===== src/rtl/spi_pkg.sv =====
// Shared SPI slave control definitions: state encodings, enable bundle
// and the default word width.
package spi_pkg;

    localparam int WIDTH_DEF = 8;

    localparam logic [2:0] ST_IDLE         = 3'd0;
    localparam logic [2:0] ST_GET_ADDR     = 3'd1;
    localparam logic [2:0] ST_LATCH_ADDR   = 3'd2;
    localparam logic [2:0] ST_READ_LOAD    = 3'd3;
    localparam logic [2:0] ST_READ_SHIFT   = 3'd4;
    localparam logic [2:0] ST_WRITE_RECV   = 3'd5;
    localparam logic [2:0] ST_WRITE_COMMIT = 3'd6;
    localparam logic [2:0] ST_DONE         = 3'd7;

    typedef enum logic [2:0] {
        IDLE         = ST_IDLE,
        GET_ADDR     = ST_GET_ADDR,
        LATCH_ADDR   = ST_LATCH_ADDR,
        READ_LOAD    = ST_READ_LOAD,
        READ_SHIFT   = ST_READ_SHIFT,
        WRITE_RECV   = ST_WRITE_RECV,
        WRITE_COMMIT = ST_WRITE_COMMIT,
        DONE         = ST_DONE
    } stateT;

    typedef struct packed {
        logic addrWE;
        logic dmWE;
        logic srWE;
        logic misoBufe;
    } enablesT;

    // Moore decode: each enable belongs to exactly one state.
    function automatic enablesT decodeEnables(input stateT s);
        enablesT e;
        e = '0;
        unique case (s)
            LATCH_ADDR:   e.addrWE   = 1'b1;
            READ_LOAD:    e.srWE     = 1'b1;
            READ_SHIFT:   e.misoBufe = 1'b1;
            WRITE_COMMIT: e.dmWE     = 1'b1;
            default:      e          = '0;
        endcase
        return e;
    endfunction

endpackage


===== src/rtl/bit_counter.sv =====
// Saturating bit counter for the SPI control FSM; done flags WIDTH
// counted edges and further increments are ignored.
module bit_counter
    import spi_pkg::*;
#(
    parameter int WIDTH = WIDTH_DEF,
    localparam int CW = $clog2(WIDTH) + 1
) (
    input  logic          clk,
    input  logic          rst_n,
    input  logic          clear,
    input  logic          inc,
    output logic [CW-1:0] count,
    output logic          done
);

    assign done = (count == CW'(WIDTH));

    always_ff @(posedge clk or negedge rst_n) begin
        if (!rst_n) begin
            count <= '0;
        end else if (clear) begin
            count <= '0;
        end else if (inc && !done) begin
            count <= count + 1'b1;
        end
    end

endmodule


===== src/rtl/spi_fsm.sv =====
// SPI slave transaction controller: address phase, then a read or write
// data phase, with registered Moore enables and chip-select abort.
module spi_fsm
    import spi_pkg::*;
#(
    parameter int WIDTH = WIDTH_DEF
) (
    input  logic             clk,
    input  logic             rst_n,
    input  logic             csN,
    input  logic             sclkPosEdge,
    input  logic             sclkNegEdge,
    input  logic [WIDTH-1:0] shiftRegOutP,
    output logic             addrWE,
    output logic             dmWE,
    output logic             srWE,
    output logic             misoBufe,
    output logic [2:0]       state
);

    localparam int CW = $clog2(WIDTH) + 1;

    stateT         curState;
    stateT         nextState;
    enablesT       en;
    logic          cntClear;
    logic          cntInc;
    logic          cntDone;
    logic [CW-1:0] bitCount;
    logic          unusedBits;

    assign unusedBits = ^{shiftRegOutP[WIDTH-1:1], bitCount};

    bit_counter #(
        .WIDTH(WIDTH)
    ) uCounter (
        .clk  (clk),
        .rst_n(rst_n),
        .clear(cntClear),
        .inc  (cntInc),
        .count(bitCount),
        .done (cntDone)
    );

    // Only the three shifting states hold a count; all others keep it at 0.
    assign cntClear = csN || !(curState inside {GET_ADDR, READ_SHIFT, WRITE_RECV});

    always_comb begin
        cntInc = 1'b0;
        unique case (1'b1)
            (curState == GET_ADDR):   cntInc = sclkPosEdge;
            (curState == WRITE_RECV): cntInc = sclkPosEdge;
            (curState == READ_SHIFT): cntInc = sclkNegEdge;
            default:                  cntInc = 1'b0;
        endcase
    end

    always_comb begin
        nextState = curState;
        if (csN) begin
            nextState = IDLE;
        end else begin
            unique case (curState)
                IDLE:         nextState = GET_ADDR;
                GET_ADDR:     if (cntDone) nextState = LATCH_ADDR;
                LATCH_ADDR:   nextState = shiftRegOutP[0] ? READ_LOAD : WRITE_RECV;
                READ_LOAD:    nextState = READ_SHIFT;
                READ_SHIFT:   if (cntDone) nextState = DONE;
                WRITE_RECV:   if (cntDone) nextState = WRITE_COMMIT;
                WRITE_COMMIT: nextState = DONE;
                DONE:         nextState = DONE;
                default:      nextState = IDLE;
            endcase
        end
    end

    // Enables are decoded from the next state so they line up with entry.
    always_ff @(posedge clk or negedge rst_n) begin
        if (!rst_n) begin
            curState <= IDLE;
            en       <= '0;
        end else begin
            curState <= nextState;
            en       <= decodeEnables(nextState);
        end
    end

    assign addrWE   = en.addrWE;
    assign dmWE     = en.dmWE;
    assign srWE     = en.srWE;
    assign misoBufe = en.misoBufe;
    assign state    = curState;

endmodule


===== config.mk =====
export PLATFORM = sky130hd
export DESIGN_NAME = spi_fsm
export DESIGN_NICKNAME = d
export VERILOG_FILES = /design/src/rtl/spi_pkg.sv /design/src/rtl/bit_counter.sv /design/src/rtl/spi_fsm.sv
export SDC_FILE = /design/constraint.sdc
export NUM_CORES = 1
export LEC_CHECK = 0
export CORE_MARGIN = 5
export CORE_UTILIZATION = 37
export CTS_CLUSTER_SIZE = 14
export DETAILED_ROUTE_END_ITERATION = 16
export PLACE_DENSITY = 0.7
export SLEW_MARGIN = 10
export SYNTH_ARGS = -nofsm -noshare
export SYNTH_HDL_FRONTEND = slang
export SYNTH_SLANG_ARGS = --single-unit

===== constraint.sdc =====
create_clock -name clk -period 1.6 [get_ports clk]
set_input_delay 0.16 -clock clk [delete_from_list [all_inputs] [get_ports clk]]
set_output_delay 0.16 -clock clk [all_outputs]
set_load 0.01 [all_outputs]

==> Word-level counts from Yosys, hierarchy flattened <==
Cells that the tools add are included.
W data, S select, Z words.
{ "word_totals": {"ff_bits": 11, "latchBits": 0, "ramBits": 0, "romBits": 0, "in_bits": 13, "output_inout_bits": 7, "n_memories": 0} }
{ "op_classes": {"addsub": 1, "mul": 0, "div_mod_pow": 0, "n_lt_le_gt_ge": 0, "n_eq_ne": 12, "shift": 0, "muxes": 13, "bitwise_logic": 0, "reduce_logical": 9} }
{ "op_table": {"columns": ["op", "count"], "rows": [
  ["$pmux W3 S7", 1],
  ["$eq A3 B3 Y1 const B", 6],
  ["$mux W3", 5],
  ["$eq A3 B2 Y1 const B", 4],
  ["$mux W4", 2],
  ["$add A4 B1 Y4 const B", 1],
  ["$eq A4 B4 Y1 const B", 1],
  ["$mux W1", 4],
  ["$reduce_or A2 Y1", 2],
  ["$eq A3 B1 Y1 const B", 1],
  ["$logic_not A3 Y1", 1],
  ["$reduce_bool A3 Y1", 1],
  ["$logic_not A1 Y1", 2],
  ["$pmux W1 S2", 1],
  ["$reduce_bool A2 Y1", 1],
  ["$logic_and A1 B1 Y1", 1],
  ["$logic_or A1 B1 Y1", 1]
]} }

==> Logic depth before layout (Yosys ltp) <==
{ "depth": {"word_depth": 6, "mapped_depth": 6, "depth_no_buf": 5} }

==> By module <==
Synthesis repeated with hierarchy kept, for this count alone.
{ "unflattened": {"hier_cells": 56, "area_unflattened_um2": 594.3} }
{ "by_module_without_submodules": {"columns": ["mod", "instances", "cells_each", "area_each_um2", "seq_area_each_um2"], "rows": [
  ["spi_fsm", 1, 32, 361.6, 175.2],
  ["bit_counter", 1, 24, 232.7, 100.1]
]} }

==> Least setup slack after synthesis <==
OpenSTA, ideal clock, no wires.
{ "synth_timing": {"path_kind": "reg2reg", "start": "register uCounter.count[0]", "end": "register en (netlist bit misoBufe)", "arrival_time_ns": 1.408, "path_slack_ns": 0.115, "stages_incl_launch_ff": 7, "n_path_buf": 1, "period_less_slack_ns": 1.485, "cell_sequence": "dfrtp_1 > inv_1 > ha_1 > and3b_1 > buf_6 > or4_1 > a21oi_1"} }
{ "synth_via": {"elab_chain_len": 6, "word_cells_on_any_way": 8, "cone_classes": "2 x eq/ne; 6 x mux"} }
{ "synth_lines": {"columns": ["item", "line", "rtl"], "rows": [
  ["start: declaration", "bit_counter.sv:13", "output logic [CW-1:0] count,"],
  ["start signal: assignment", "bit_counter.sv:25", "count <= count + 1'b1;"],
  ["$eq A4 B4 Y1 *", "bit_counter.sv:17", "assign done = (count == CW'(WIDTH));"],
  ["$mux W3 (on tied branches)", "spi_fsm.sv:69, spi_fsm.sv:65, spi_fsm.sv:68", null],
  ["$pmux W3 S7 *", "spi_fsm.sv:63", "unique case (curState)"],
  ["$mux W3 *", "spi_fsm.sv:60", "if (csN) begin"],
  ["$eq A3 B3 Y1 *", "spi_pkg.sv:38", "unique case (s)"],
  ["$mux W1 *", "spi_pkg.sv:38", null],
  ["end signal: assignment", "spi_fsm.sv:84", "en <= decodeEnables(nextState);"],
  ["end: declaration", "spi_fsm.sv:25", "enablesT en;"]
]} }
Mark *: on every way between the ends. The rest lies on a longest branch, timed or not.
A chain may end at the register's enable or synchronous reset.

==> Final worst setup path <==
{ "layout_timing": {"start": "register curState[1], in the netlist state[1]", "end": "output port state[1]"} }
{ "layout_rtl": {"columns": ["item", "line", "rtl"], "rows": [
  ["start: declaration", "spi_fsm.sv:23", "stateT curState;"],
  ["start signal: assignment", "spi_fsm.sv:83", "curState <= nextState;"],
  ["end: declaration", "spi_fsm.sv:18", "output logic [2:0] state"]
]} }
No word-level cell between the ends.

==> impl_summary.md <==
Routing
The detailed router placed 486 vias in this run. Summed over all layers, the routed wires come to 1160 µm. The number of violations reported at the end of detailed-routing iteration 0 is 12. Dividing the detail-routed wire length by the instance count gives 12.6 µm. The first-pass iteration count of the detailed router is 4. The number of antenna-violating nets in the routed design is 0.

The detailed-route vias per instance is 5.28. For this run, design rule violations remaining after detail routing come to 0.

Pwr
Power spread over the standard cell area amounts to 658 nW/µm². The clock network fraction of total power is 0.356. Of the total power, combinational logic draws 0.097. VDD sags by at most 0.000391 V.

The power spent charging and discharging nets is 118 µW. Of the total power, the share spent switching nets is 0.226. The cell-internal power is 402 µW.

The share of power burned in registers is 0.548. The standby leakage power is 0.000337 µW.

Clock network
The cell chosen for the clock root is sky130_fd_sc_hd__clkbuf_4. The tree built by TritonCTS fans out to 11 sinks. The TritonCTS clock tree is yes. In this run, CTS created clock tree buffers numbering 3. The number of setup buffers added after CTS is 0. Gates resized during post-CTS repair numbered 1. The count of H-tree levels built during CTS is 1. Clock latency on the worst-skew pair, taken at its later pin, is 0.27 ns. In this run the deepest clock path goes through 2 buffers. For this design, the CTS-stage hold fixing added 0 buffers. The register clock-pin slew on the reported worst setup and hold paths is 0.07 ns.

Floorplanning
From left edge to right edge, the die measures 51.0 µm. The I/O pin count is 20. The vertical die dimension is 51.0 µm. The die area is 2600 µm². In this run the standard cell core region covers 1540 µm². For this configuration, the core starts out at a cell density of 0.403. The initialized floorplan defines 14 standard-cell rows.

Worst setup path
The critical path in this run is classified as reg -> out. The type of element capturing the critical path is a primary output. The maximum single-stage delay on the critical path is 0.57 ns. Traced cell by cell, the critical path runs through clkdlybuf4s50_1. The family of cells with the greatest summed delay on the critical path is buffers and inverters. The maximum fanout encountered on the critical timing path is 12. The type of element launching the critical path is a flop.

Counting both buffers and inverters, the worst setup path holds a total of 1. The largest individual stage delay along the critical path comes from the cell sky130_fd_sc_hd__clkdlybuf4s50_1. The data required time at the worst endpoint is 1.44 ns. Data arrives at the worst endpoint at 1.31 ns.

Yosys
The post-synthesis instance area is 621 µm². The commonest cells after synthesis are sky130_fd_sc_hd__dfrtp_1 (11), sky130_fd_sc_hd__nand3_1 (8), sky130_fd_sc_hd__inv_1 (5), sky130_fd_sc_hd__mux2i_1 (5), sky130_fd_sc_hd__a21oi_1 (4). The total nets after synthesis is 76. After synthesis, the cell types taking the most area are sky130_fd_sc_hd__dfrtp_1 (44%), sky130_fd_sc_hd__mux2i_1 (8.1%), sky130_fd_sc_hd__nand3_1 (6.5%). The most common cell in the netlist is sky130_fd_sc_hd__dfrtp_1. Yosys mapped the design onto 26 distinct sky130hd cell types. The most area-hungry cell type in the Yosys netlist is sky130_fd_sc_hd__dfrtp_1. Of the synthesized area, sequential elements account for 0.444.

Of the post-synthesis cell area, the dominant cell type holds 0.444. The post-synthesis instance total is 61. Counting flops with a built-in enable in the synthesized netlist gives 0. For this run, asynchronously set or reset flops after synthesis account for 1.00.

The most frequently used flop master after synthesis is sky130_fd_sc_hd__dfrtp_1. Averaged over all synthesized cells, the footprint is 10.2 µm². The total of warnings raised by yosys is 0. The register bit count reported by yosys is 11.

Finish
The number of antenna diodes in the final layout is 0. At the end of the flow, the number of nets in the layout was 92. The fraction of final layout cells with drive strength greater than 1 is 0.184. From synthesis to final layout, the design area changed by 27.2%. Once layout is complete, the utilization of the core stands at 0.512.

Global route
The total track usage is 0.105. The number of global-route vias before repair came to 476. The first global-routing pass estimated 2090 µm of wire. The pin count of the biggest net entering global routing is 13. The number of antenna violations at the first check in global routing is 0. The total overflow reported by the global router is 0.

STA
Setup repair after global routing left no endpoint under its margin. The final setup skew is 0.0109 ns. The count of final hold-check violations is 0.

The number of max-slew violations in the final report is 0. In the finished design, the share of the clock period the worst path needs comes to 0.921. The maximum achievable frequency is 679 MHz. The worst pin sits at a relative slew slack of 0.666. Setup total negative slack on the finished layout was measured at 0 ns. The routed design could run at a clock period as short as 1.47 ns. The final number of setup-violating endpoints is 0. The slew of the pin with the lowest slew margin is 0.499 ns.

Place
The estimated wirelength of the detail-placed design is 881 µm. At the end of routability-driven placement, the weighted congestion stood at 0.707. In this run the tool buffered the top-level ports with 12 buffer cells.

Status
The flow ran to the end, and the final reports show no timing, DRC or antenna violations.

Hold path
The min-delay analysis places its worst path in the category in -> async.

Run
Across the run, the number of max-cap violations was 0.
-- through the flow --
stage / total power, µW / setup WS [ns] / std cells / hold WS (ns) / area [µm²]
2_1_floorplan: 311 / 0.115 / 61 / -0.136 / 621
3_3_place_gp: 340 / 0.112 / 88 / 0.525 / 759
3_5_place_dp: 341 / 0.0808 / 88 / 0.530 / 759
4_1_cts: 530 / 0.0463 / 92 / 0.233 / 787
6_report: 520 / 0.127 / 92 / 0.223 / 790
5_1_grt: 560 / 0.0353 / 92 / 0.235 / 790
-- cell families (layout without fill, tap and decap cells) --
group | count (synthesis) | after routing | synth area share
compound gates | 9 | 9 | 0.117
buf+inv | 9 | 24 | 0.0685
mux | 5 | 5 | 0.0806
fa+ha+maj | 2 | 2 | 0.0403
simple gates | 25 | 25 | 0.250
flops | 11 | 11 | 0.444
-- power by group through the flow --
| stage | clock (µW) | sequential [µW] | combinational, µW |
|---|---|---|---|
| floorplan | 0 | 288 | 23.1 |
| CTS | 194 | 284 | 51.2 |
| global route | 218 | 285 | 56.3 |
| finish | 185 | 285 | 50.2 |
| global placement | 0 | 290 | 50.3 |
| detailed placement | 0 | 290 | 51.3 |
-- layer usage --
metal,vias up,track usage,wire [µm]
met5,-,0,0
met4,0,0.0383,12
met3,2,0.0436,87
met2,14,0.163,536
met1,228,0.128,521
li1,242,-,-
-- layout make-up --
cell class                      count  area (µm²)
Multi-Input combinational cell     41         303
Fill cell                         142         752
Tap cell                           16        20.0
Timing Repair Buffer               15         143
Sequential cell                    11         279
Clock buffer                        4        26.3
Inverter                            5        18.8
-- cell usage in the layout, fill, tap and decap left out --
cell                              Yosys  final
sky130_fd_sc_hd__nand4b_1             1      1
sky130_fd_sc_hd__nand3_1              8      8
sky130_fd_sc_hd__a21oi_1              4      4
sky130_fd_sc_hd__ha_1                 2      2
sky130_fd_sc_hd__clkbuf_4             0      3
sky130_fd_sc_hd__nand3b_1             2      2
sky130_fd_sc_hd__a211oi_2             1      1
sky130_fd_sc_hd__a2111oi_2            1      1
sky130_fd_sc_hd__inv_1                5      5
sky130_fd_sc_hd__mux2i_1              5      5
sky130_fd_sc_hd__clkdlybuf4s50_1      0     12
sky130_fd_sc_hd__dfrtp_2              0      3
sky130_fd_sc_hd__or4_1                1      1
sky130_fd_sc_hd__buf_4                0      3
sky130_fd_sc_hd__o21ai_0              1      1
sky130_fd_sc_hd__o211a_1              1      1
sky130_fd_sc_hd__clkbuf_1             2      1
sky130_fd_sc_hd__and3b_1              1      1
sky130_fd_sc_hd__or2_1                1      1
sky130_fd_sc_hd__nor3_1               1      1
sky130_fd_sc_hd__nor2_2               1      1
sky130_fd_sc_hd__dfrtp_1             11      8
sky130_fd_sc_hd__a21bo_2              1      1
sky130_fd_sc_hd__nor2_1               3      3
sky130_fd_sc_hd__nor2b_1              2      2
sky130_fd_sc_hd__nand3b_4             1      1
sky130_fd_sc_hd__nand2_1              2      2
sky130_fd_sc_hd__nand2b_1             1      1
-- path summary, 6_finish.rpt --
check / startpoint / depth (start not counted) / endpoint / slack (ns)
max in group asynchronous: rst_n / 1 / state[1] / 1.00
max reg2reg: uCounter.count[1] / 5 / misoBufe / 0.14
max: state[1] / 1 / state[1] / 0.13
min in group clk: shiftRegOutP[0] / 3 / srWE / 0.47
min: rst_n / 1 / misoBufe / 0.22
min reg2reg: state[2] / 1 / addrWE / 0.54
-- registers in the layout, summed over array words and instances (netlist names) --
| signal | flops |
|---|---|
| uCounter.count | 4 |
| misoBufe | 1 |
| srWE | 1 |
| dmWE | 1 |
| state | 3 |
| addrWE | 1 |
Note: power is estimated with default switching activity, not from simulation.
